**src/rtl/bias_act_stage_pkg.sv**
```systemverilog
// Shared lane constants and arithmetic helpers for the bias/activation stage.
// Latency: n/a (package only).
// Backpressure: n/a (package only).
package bias_act_stage_pkg;

  localparam int LANE_IN_W  = 18;
  localparam int LANE_OUT_W = 16;
  // Working width for shift/clamp math; comfortably wider than any lane sum.
  localparam int CALC_W     = 64;

  // Width of the group index; a single-group build still gets a 1-bit index.
  function automatic int grp_w(input int n_groups);
    return (n_groups > 1) ? $clog2(n_groups) : 1;
  endfunction

  // Arithmetic shift (floor), optional ReLU, then clamp to a signed out_w range.
  function automatic logic signed [CALC_W-1:0] shift_sat(
    input logic signed [CALC_W-1:0] s,
    input int                       shift,
    input int                       out_w,
    input logic                     relu
  );
    logic signed [CALC_W-1:0] t;
    logic signed [CALC_W-1:0] hi;
    logic signed [CALC_W-1:0] lo;
    t  = s >>> shift;
    hi = (64'sd1 <<< (out_w - 1)) - 64'sd1;
    lo = -hi - 64'sd1;
    if (relu && (t < 64'sd0)) t = '0;
    if (t > hi) t = hi;
    if (t < lo) t = lo;
    return t;
  endfunction

endpackage

```
**src/rtl/bias_act_lane.sv**
```systemverilog
// One lane: bias add (stage-1 input) and shift/ReLU/saturate (stage-2 input); ReLU built in when BIAS_ACT_RELU_EN is defined.
// Latency: 0 cycles, purely combinational; the top owns both pipeline registers.
// Backpressure: none, the top only registers results when its handshake allows.
module bias_act_lane
  import bias_act_stage_pkg::*;
#(
  parameter int IN_W  = LANE_IN_W,
  parameter int OUT_W = LANE_OUT_W,
  parameter int SHIFT = 2
) (
  input  logic signed [IN_W-1:0]  sum_in,
  input  logic signed [IN_W-1:0]  bias_in,
  output logic signed [IN_W:0]    s_out,
  input  logic signed [IN_W:0]    s_in,
  output logic signed [OUT_W-1:0] act_out
);

`ifdef BIAS_ACT_RELU_EN
  localparam logic RELU = 1'b1;
`else
  localparam logic RELU = 1'b0;
`endif

  logic signed [CALC_W-1:0] s_ext;

  // Bias add with one guard bit so the sum can never wrap.
  always_comb begin
    s_out = {sum_in[IN_W-1], sum_in} + {bias_in[IN_W-1], bias_in};
  end

  // Sign-extend the registered sum, then shift, optionally rectify, and clamp.
  always_comb begin
    s_ext   = {{(CALC_W-IN_W-1){s_in[IN_W]}}, s_in};
    act_out = OUT_W'(shift_sat(s_ext, SHIFT, OUT_W, RELU));
  end

endmodule

```
**src/rtl/bias_act_stage.sv**
```systemverilog
// Bias add + shift + (ReLU if BIAS_ACT_RELU_EN) + saturate over N_adder_tree lanes, with channel-group tagging.
// Latency: 2 cycles input handshake to out_valid; 1 beat/cycle with out_ready high.
// Backpressure: registered in_ready; stage-1 reg, output reg and a 1-entry skid absorb beats in flight.
module bias_act_stage
  import bias_act_stage_pkg::*;
#(
  parameter int N_adder_tree = 16,
  parameter int IN_W         = LANE_IN_W,
  parameter int OUT_W        = LANE_OUT_W,
  parameter int SHIFT        = 2,
  parameter int N_GROUPS     = 8
) (
  input  logic                           clk,
  input  logic                           rst_n,
  input  logic [N_adder_tree*IN_W-1:0]   sum_in,
  input  logic [N_adder_tree*IN_W-1:0]   bias_in,
  input  logic                           in_valid,
  output logic                           in_ready,
  output logic [N_adder_tree*OUT_W-1:0]  act_out,
  output logic                           out_valid,
  input  logic                           out_ready,
  output logic [grp_w(N_GROUPS)-1:0]     group_idx,
  output logic                           last_group
);

  localparam int N  = N_adder_tree;
  localparam int SW = IN_W + 1;
  localparam int GW = grp_w(N_GROUPS);
  localparam logic [GW-1:0] LAST_GRP = GW'(N_GROUPS - 1);

  logic [N*SW-1:0]    s_new;
  logic [N*OUT_W-1:0] act_new;

  logic               in_ready_q,  in_ready_d;
  logic               s1_vld_q,    s1_vld_d;
  logic [N*SW-1:0]    s1_dat_q,    s1_dat_d;
  logic               out_vld_q,   out_vld_d;
  logic [N*OUT_W-1:0] act_q,       act_d;
  logic               skid_vld_q,  skid_vld_d;
  logic [N*OUT_W-1:0] skid_dat_q,  skid_dat_d;
  logic [GW-1:0]      grp_q,       grp_d;

  logic in_fire;
  logic out_fire;
  logic s1_move;

  for (genvar i = 0; i < N; i++) begin : g_lane
    bias_act_lane #(
      .IN_W  (IN_W),
      .OUT_W (OUT_W),
      .SHIFT (SHIFT)
    ) u_lane (
      .sum_in  (sum_in[i*IN_W +: IN_W]),
      .bias_in (bias_in[i*IN_W +: IN_W]),
      .s_out   (s_new[i*SW +: SW]),
      .s_in    (s1_dat_q[i*SW +: SW]),
      .act_out (act_new[i*OUT_W +: OUT_W])
    );
  end

  // Ordered three-slot pipeline: output reg is oldest, skid next, stage-1 youngest.
  always_comb begin
    in_fire    = in_valid && in_ready_q;
    out_fire   = out_vld_q && out_ready;
    s1_move    = 1'b0;
    s1_vld_d   = s1_vld_q;
    s1_dat_d   = s1_dat_q;
    out_vld_d  = out_vld_q;
    act_d      = act_q;
    skid_vld_d = skid_vld_q;
    skid_dat_d = skid_dat_q;
    grp_d      = grp_q;

    // Drain: the skid entry (older than stage 1) becomes the new head.
    if (out_fire) begin
      out_vld_d  = skid_vld_q;
      if (skid_vld_q) act_d = skid_dat_q;
      skid_vld_d = 1'b0;
      grp_d      = (grp_q == LAST_GRP) ? '0 : grp_q + 1'b1;
    end

    // Stage 1 moves into the first free downstream slot, else it holds.
    if (s1_vld_q) begin
      if (!out_vld_d) begin
        out_vld_d = 1'b1;
        act_d     = act_new;
        s1_move   = 1'b1;
      end else if (!skid_vld_d) begin
        skid_vld_d = 1'b1;
        skid_dat_d = act_new;
        s1_move    = 1'b1;
      end
    end

    // in_ready was only granted when stage 1 is free or guaranteed to move.
    if (!s1_vld_q || s1_move) begin
      s1_vld_d = in_fire;
      if (in_fire) s1_dat_d = s_new;
    end

    // Offer a slot next cycle only if one stays free even if out_ready stalls.
    in_ready_d = !(s1_vld_d && out_vld_d && skid_vld_d);
  end

  // Pipeline, skid and group state; reset discards every beat in flight.
  always_ff @(posedge clk or negedge rst_n) begin
    if (!rst_n) begin
      in_ready_q <= 1'b0;
      s1_vld_q   <= 1'b0;
      s1_dat_q   <= '0;
      out_vld_q  <= 1'b0;
      act_q      <= '0;
      skid_vld_q <= 1'b0;
      skid_dat_q <= '0;
      grp_q      <= '0;
    end else begin
      in_ready_q <= in_ready_d;
      s1_vld_q   <= s1_vld_d;
      s1_dat_q   <= s1_dat_d;
      out_vld_q  <= out_vld_d;
      act_q      <= act_d;
      skid_vld_q <= skid_vld_d;
      skid_dat_q <= skid_dat_d;
      grp_q      <= grp_d;
    end
  end

  assign in_ready   = in_ready_q;
  assign out_valid  = out_vld_q;
  assign act_out    = act_q;
  assign group_idx  = grp_q;
  assign last_group = out_vld_q && (grp_q == LAST_GRP);

endmodule

```
**config.mk**
```make
export PLATFORM = sky130hd
export DESIGN_NAME = bias_act_stage
export DESIGN_NICKNAME = d
export VERILOG_FILES = /design/src/rtl/bias_act_stage_pkg.sv /design/src/rtl/bias_act_lane.sv /design/src/rtl/bias_act_stage.sv
export SDC_FILE = /design/constraint.sdc
export NUM_CORES = 2
export LEC_CHECK = 0
export BUFFER_PORTS_ARGS = -buffer_cell sky130_fd_sc_hd__buf_2
export CAP_MARGIN = 20
export CELL_PAD_IN_SITES_DETAIL_PLACEMENT = 1
export CELL_PAD_IN_SITES_GLOBAL_PLACEMENT = 1
export CORE_AREA = 2 2 332 334
export DETAILED_ROUTE_END_ITERATION = 12
export DIE_AREA = 0 0 334 336
export PLACE_DENSITY_LB_ADDON = 0.12
export SLEW_MARGIN = 10
export SYNTH_ARGS = -nofsm -noshare
export SYNTH_HDL_FRONTEND = slang
export SYNTH_SLANG_ARGS = --single-unit
export TNS_END_PERCENT = 50
```
**constraint.sdc**
```tcl
create_clock -name clk -period 3.3 [get_ports clk]
set_input_delay 0 -clock clk [delete_from_list [all_inputs] [get_ports clk]]
set_output_delay 0 -clock clk [all_outputs]
set_load 0.005 [all_outputs]
```
==> results_dict.tcl <==
set metrics [dict create \
    reg2reg_from "out_valid" \
    min_path_type "input pin to register" \
    synth_enable_flop_cells 0 \
    regArea_sq_um 19790 \
    fmax_mhz 300.4 \
    worst_slack_ns -0.02944 \
    wl_microns 175300 \
    relSlewSlack_pct 30.21 \
    status "finished with violations" \
    pwr-share-seq_pct 37.6 \
    fin_crit_ns 3.329 \
    period_share_pct 100.9 \
    finalPower_mw 50.19 \
    crit_path_start_kind "input pin" \
    clkPwrFrac_pct 21.3 \
    ys_ff_latch 791 \
    clk_pin_slew_worst_paths_ns 0.06 \
    async_reset_ff_share_pct 100.0 \
    ant_nets 0 \
    peakVddDrop_uv 522.2 \
    yosysUniqueCellTypes 66 \
    rrSetupSlack_ns 0.20 \
    final_cells 7833 \
    r2r_end "s1_dat_q[145]" \
    path_class "input pin to register" \
    cts_root_buf "clkbuf_16" \
    grt_pass1_wl_microns 271900 \
    r2r.worst_path.cells 6 \
    first_pass_iters 8 \
    die_h_microns 336 \
    grt.overflow.total 0 \
    grt_max_degree 91 \
    die_w_microns 334 \
    routedWlPerCell_microns 22.38 \
    crit_path_max_incr_delay_ns 0.61 \
    crit_top_cell "dlygate4sd3_1" \
    drc 0 \
    min_from "bias_in[249]" \
    p_per_area_nw_per_um2 823.2 \
    yosysWarnings 0 \
    core_area_sq_um 108400 \
    multiInputGateArea_sq_um 23300 \
    hold-path-endpoint "s1_dat_q[263]" \
    cp_slowest_cell "dlygate4sd3_1" \
    clk_latency_ns 0.67 \
    crit_required_ns 3.90 \
    clk_path_buf_depth 3 \
    routabilityCongestion 0.8968 \
    portBuffers 841 \
    synth_cells 4819 \
    nets 7170 \
    layout-drive-gt1-share_pct 22.07 \
    netlist_area_sq_um 44230 \
    hold_path_depth 6 \
    cts_tree "built" \
    cap_violations 0 \
    placed_cells 6891 \
    end_kind "register" \
    netSwitchingPower_mw 19.70 \
    comb_power_share_pct 41.1 \
    cp_max_fo 4 \
    ys_seq_area_share_pct 44.75 \
    rsz0062_at_grt "yes" \
    row_count 121 \
    crit_chain "dlygate4sd3_1 > buf_2 > ha_1 > dlygate4sd3_1 > inv_2 > nor2_1 > a311oi_2 > o21bai_2 > a21oi_2 > nand4b_1 > dlygate4sd3_1 > nand3_1 > dlygate4sd3_1" \
    grt_antenna_before_repair 37 \
    via_per_inst 5.521 \
    area_growth_pct 37.84 \
    io_pins 842 \
    numCtsBuffers 93 \
    clock_sinks 791 \
    p_sw_share_pct 39.25 \
    htree_num_levels 3 \
    dieArea_sq_um 112200 \
    nFillCells 12485 \
    violations "negative setup slack" \
    final_util_pct 56.25 \
    syn_nets 5673 \
    slew_violations 0 \
    yosys_most_used_dff "dfrtp_1" \
    grt_use_total_pct 30.62 \
    syn_area_per_cell_sq_um 9.178 \
    worst_pin_slew_ns 1.047 \
    first_iter_violations 2191 \
    p_leak_nw 27.94 \
    hold_viol 0 \
    setup_viol 1 \
    vias 43247 \
    p_int_mw 30.49 \
    clock_skew_ns 0.02455 \
    dp_hpwl_microns 110400 \
    grt_pass1_vias 47361 \
    crit_arrival_ns 3.92 \
    start_util_pct 40.80 \
]
-- per-layer routing --
layer	wire length, microns	global-route usage (%)	vias up
met1	70450	36.28	21491
li1	-	-	19950
met3	8944	5.450	508
met5	82	0	-
met4	11450	17.66	14
met2	84370	52.34	1284
-- layout by cell type, fill, tap and decap left out, drive strengths merged, types with 12 or more instances in the layout --
| cell type | count |
|---|---|
| a211oi | 34 |
| a21o | 54 |
| a21oi | 160 |
| a221o | 12 |
| a22oi | 12 |
| a311oi | 23 |
| a31oi | 298 |
| and3 | 35 |
| buf | 935 |
| clkbuf | 145 |
| dfrtp | 791 |
| diode | 34 |
| dlygate4sd3 | 735 |
| ha | 274 |
| inv | 51 |
| maj3 | 60 |
| mux2 | 265 |
| nand2 | 992 |
| nand3 | 35 |
| nand4 | 27 |
| nand4b | 24 |
| nor2 | 512 |
| nor2b | 27 |
| nor3 | 15 |
| nor3b | 22 |
| nor4b | 14 |
| o21ai | 468 |
| o21bai | 25 |
| o31ai | 19 |
| or4b | 12 |
| xnor2 | 110 |
| xor2 | 103 |
-- worst max path at each step --
stage / slack [ns] / end / from / cells past startpoint
finish: -0.03 / s1_dat_q[278] / bias_in[257] / 13
global route: -0.12 / s1_dat_q[278] / bias_in[257] / 13
CTS: 0.08 / s1_dat_q[278] / bias_in[257] / 13
detailed placement: 0.80 / s1_dat_q[107] / out_valid / 5
global placement: 0.84 / s1_dat_q[145] / out_valid / 5
floorplan: 1.40 / s1_dat_q[12] / sum_in[4] / 8
-- logic make-up (layout without fill, tap and decap cells) --
logic type | count (synthesis) | in the layout | share of synthesized area [%]
compound gates | 1147 | 1147 | 15.80
xor+xnor | 213 | 213 | 4.218
fa+ha+maj | 334 | 334 | 9.109
buf+inv | 319 | 1885 | 2.854
flops | 791 | 791 | 44.75
mux | 265 | 265 | 6.747
other cells | 0 | 34 | 0
simple gates | 1750 | 1750 | 16.52
-- state kept, by name (all words and copies together), names as in the netlist --
signal      flops
in_ready        1
group_idx       3
act_out       256
s1_vld_q        1
s1_dat_q      272
skid_vld_q      1
out_valid       1
skid_dat_q    256
-- synth_stat cells (4+ instances only) --
| cell | number | share of area (%) |
|---|---|---|
| mux2_2 | 265 | 6.7 |
| a21boi_0 | 4 | 0.068 |
| nor3_1 | 15 | 0.17 |
| o21bai_1 | 24 | 0.41 |
| a41oi_1 | 4 | 0.079 |
| maj3_1 | 60 | 1.4 |
| a311oi_2 | 10 | 0.34 |
| nand4b_1 | 24 | 0.48 |
| o21a_1 | 6 | 0.10 |
| buf_1 | 17 | 0.14 |
| ha_1 | 274 | 7.8 |
| or2_2 | 6 | 0.085 |
| o211ai_1 | 8 | 0.14 |
| xnor2_1 | 110 | 2.2 |
| or4_1 | 4 | 0.068 |
| a31oi_2 | 10 | 0.28 |
| nor2_1 | 512 | 4.3 |
| clkbuf_1 | 199 | 1.7 |
| nand4_1 | 27 | 0.38 |
| a311oi_1 | 13 | 0.26 |
| xor2_1 | 103 | 2.0 |
| a22oi_2 | 10 | 0.28 |
| nor4b_1 | 14 | 0.28 |
| nand3b_1 | 4 | 0.068 |
| o31ai_1 | 19 | 0.32 |
| a221o_1 | 12 | 0.27 |
| nand3_1 | 35 | 0.40 |
| buf_2 | 52 | 0.59 |
| inv_1 | 50 | 0.42 |
| nor2b_1 | 27 | 0.38 |
| nand2_1 | 992 | 8.4 |
| or3_1 | 5 | 0.071 |
| a31oi_1 | 288 | 4.1 |
| o21ai_0 | 455 | 5.1 |
| or4b_1 | 12 | 0.27 |
| o21ai_1 | 12 | 0.14 |
| and3_1 | 35 | 0.50 |
| and2_1 | 8 | 0.11 |
| a21o_1 | 54 | 0.92 |
| a21oi_1 | 159 | 1.8 |
| dfrtp_1 | 791 | 45 |
| a211oi_1 | 33 | 0.56 |
| nor3b_1 | 22 | 0.37 |
-- critical path: cells and delay by family --
| kind | cells | cell delay [ns] |
|---|---|---|
| AND/OR/NAND/NOR | 3 | 0.30 |
| buffers and inverters | 6 | 2.52 |
| AO/OA/AOI/OAI | 3 | 0.80 |
| adder cells (fa/ha/maj) | 1 | 0.29 |
-- power by group through the flow --
stage	clock [mW]	combinational [mW]	sequential, mW
finish	10.7	20.6	18.9
global route	11.3	22.9	19.5
CTS	10.9	20.3	18.8
detailed placement	0	18.6	18.9
global placement	0	18.0	18.6
floorplan	0	12.5	17.1
-- stage by stage --
stage | hold slack [ns] | area, sq um | setup TNS, ns | worst slack, ns
final | 0.02829 | 60970 | -0.02944 | -0.02944
after global routing | 0.02863 | 60940 | -0.1824 | -0.1243
after CTS | 0.001259 | 60750 | 0 | 0.08129
after detailed placement | 0.08109 | 50220 | 0 | 0.7996
after global placement | 0.08223 | 50220 | 0 | 0.8438
after floorplan | -0.2956 | 44230 | 0 | 1.401
-- cell type report --
cell class	instances	share of cell area [%]
Antenna cell	34	0.1395
Multi-Input combinational cell	3709	38.22
Sequential cell	791	32.47
Inverter	51	0.3140
Clock buffer	145	4.704
Timing Repair Buffer	1670	20.79
Clock inverter	19	0.4597
Tap cell	1414	2.902
-- what timing repair did --
item                                    in CTS  in global routing
hold endpoints to repair                   762                  0
hold buffers                               736                  0
setup buffers                                0                  8
gates resized for setup                      0                 16
endpoints found under the setup margin       0                 15
Power figures use the tool's default switching activity.
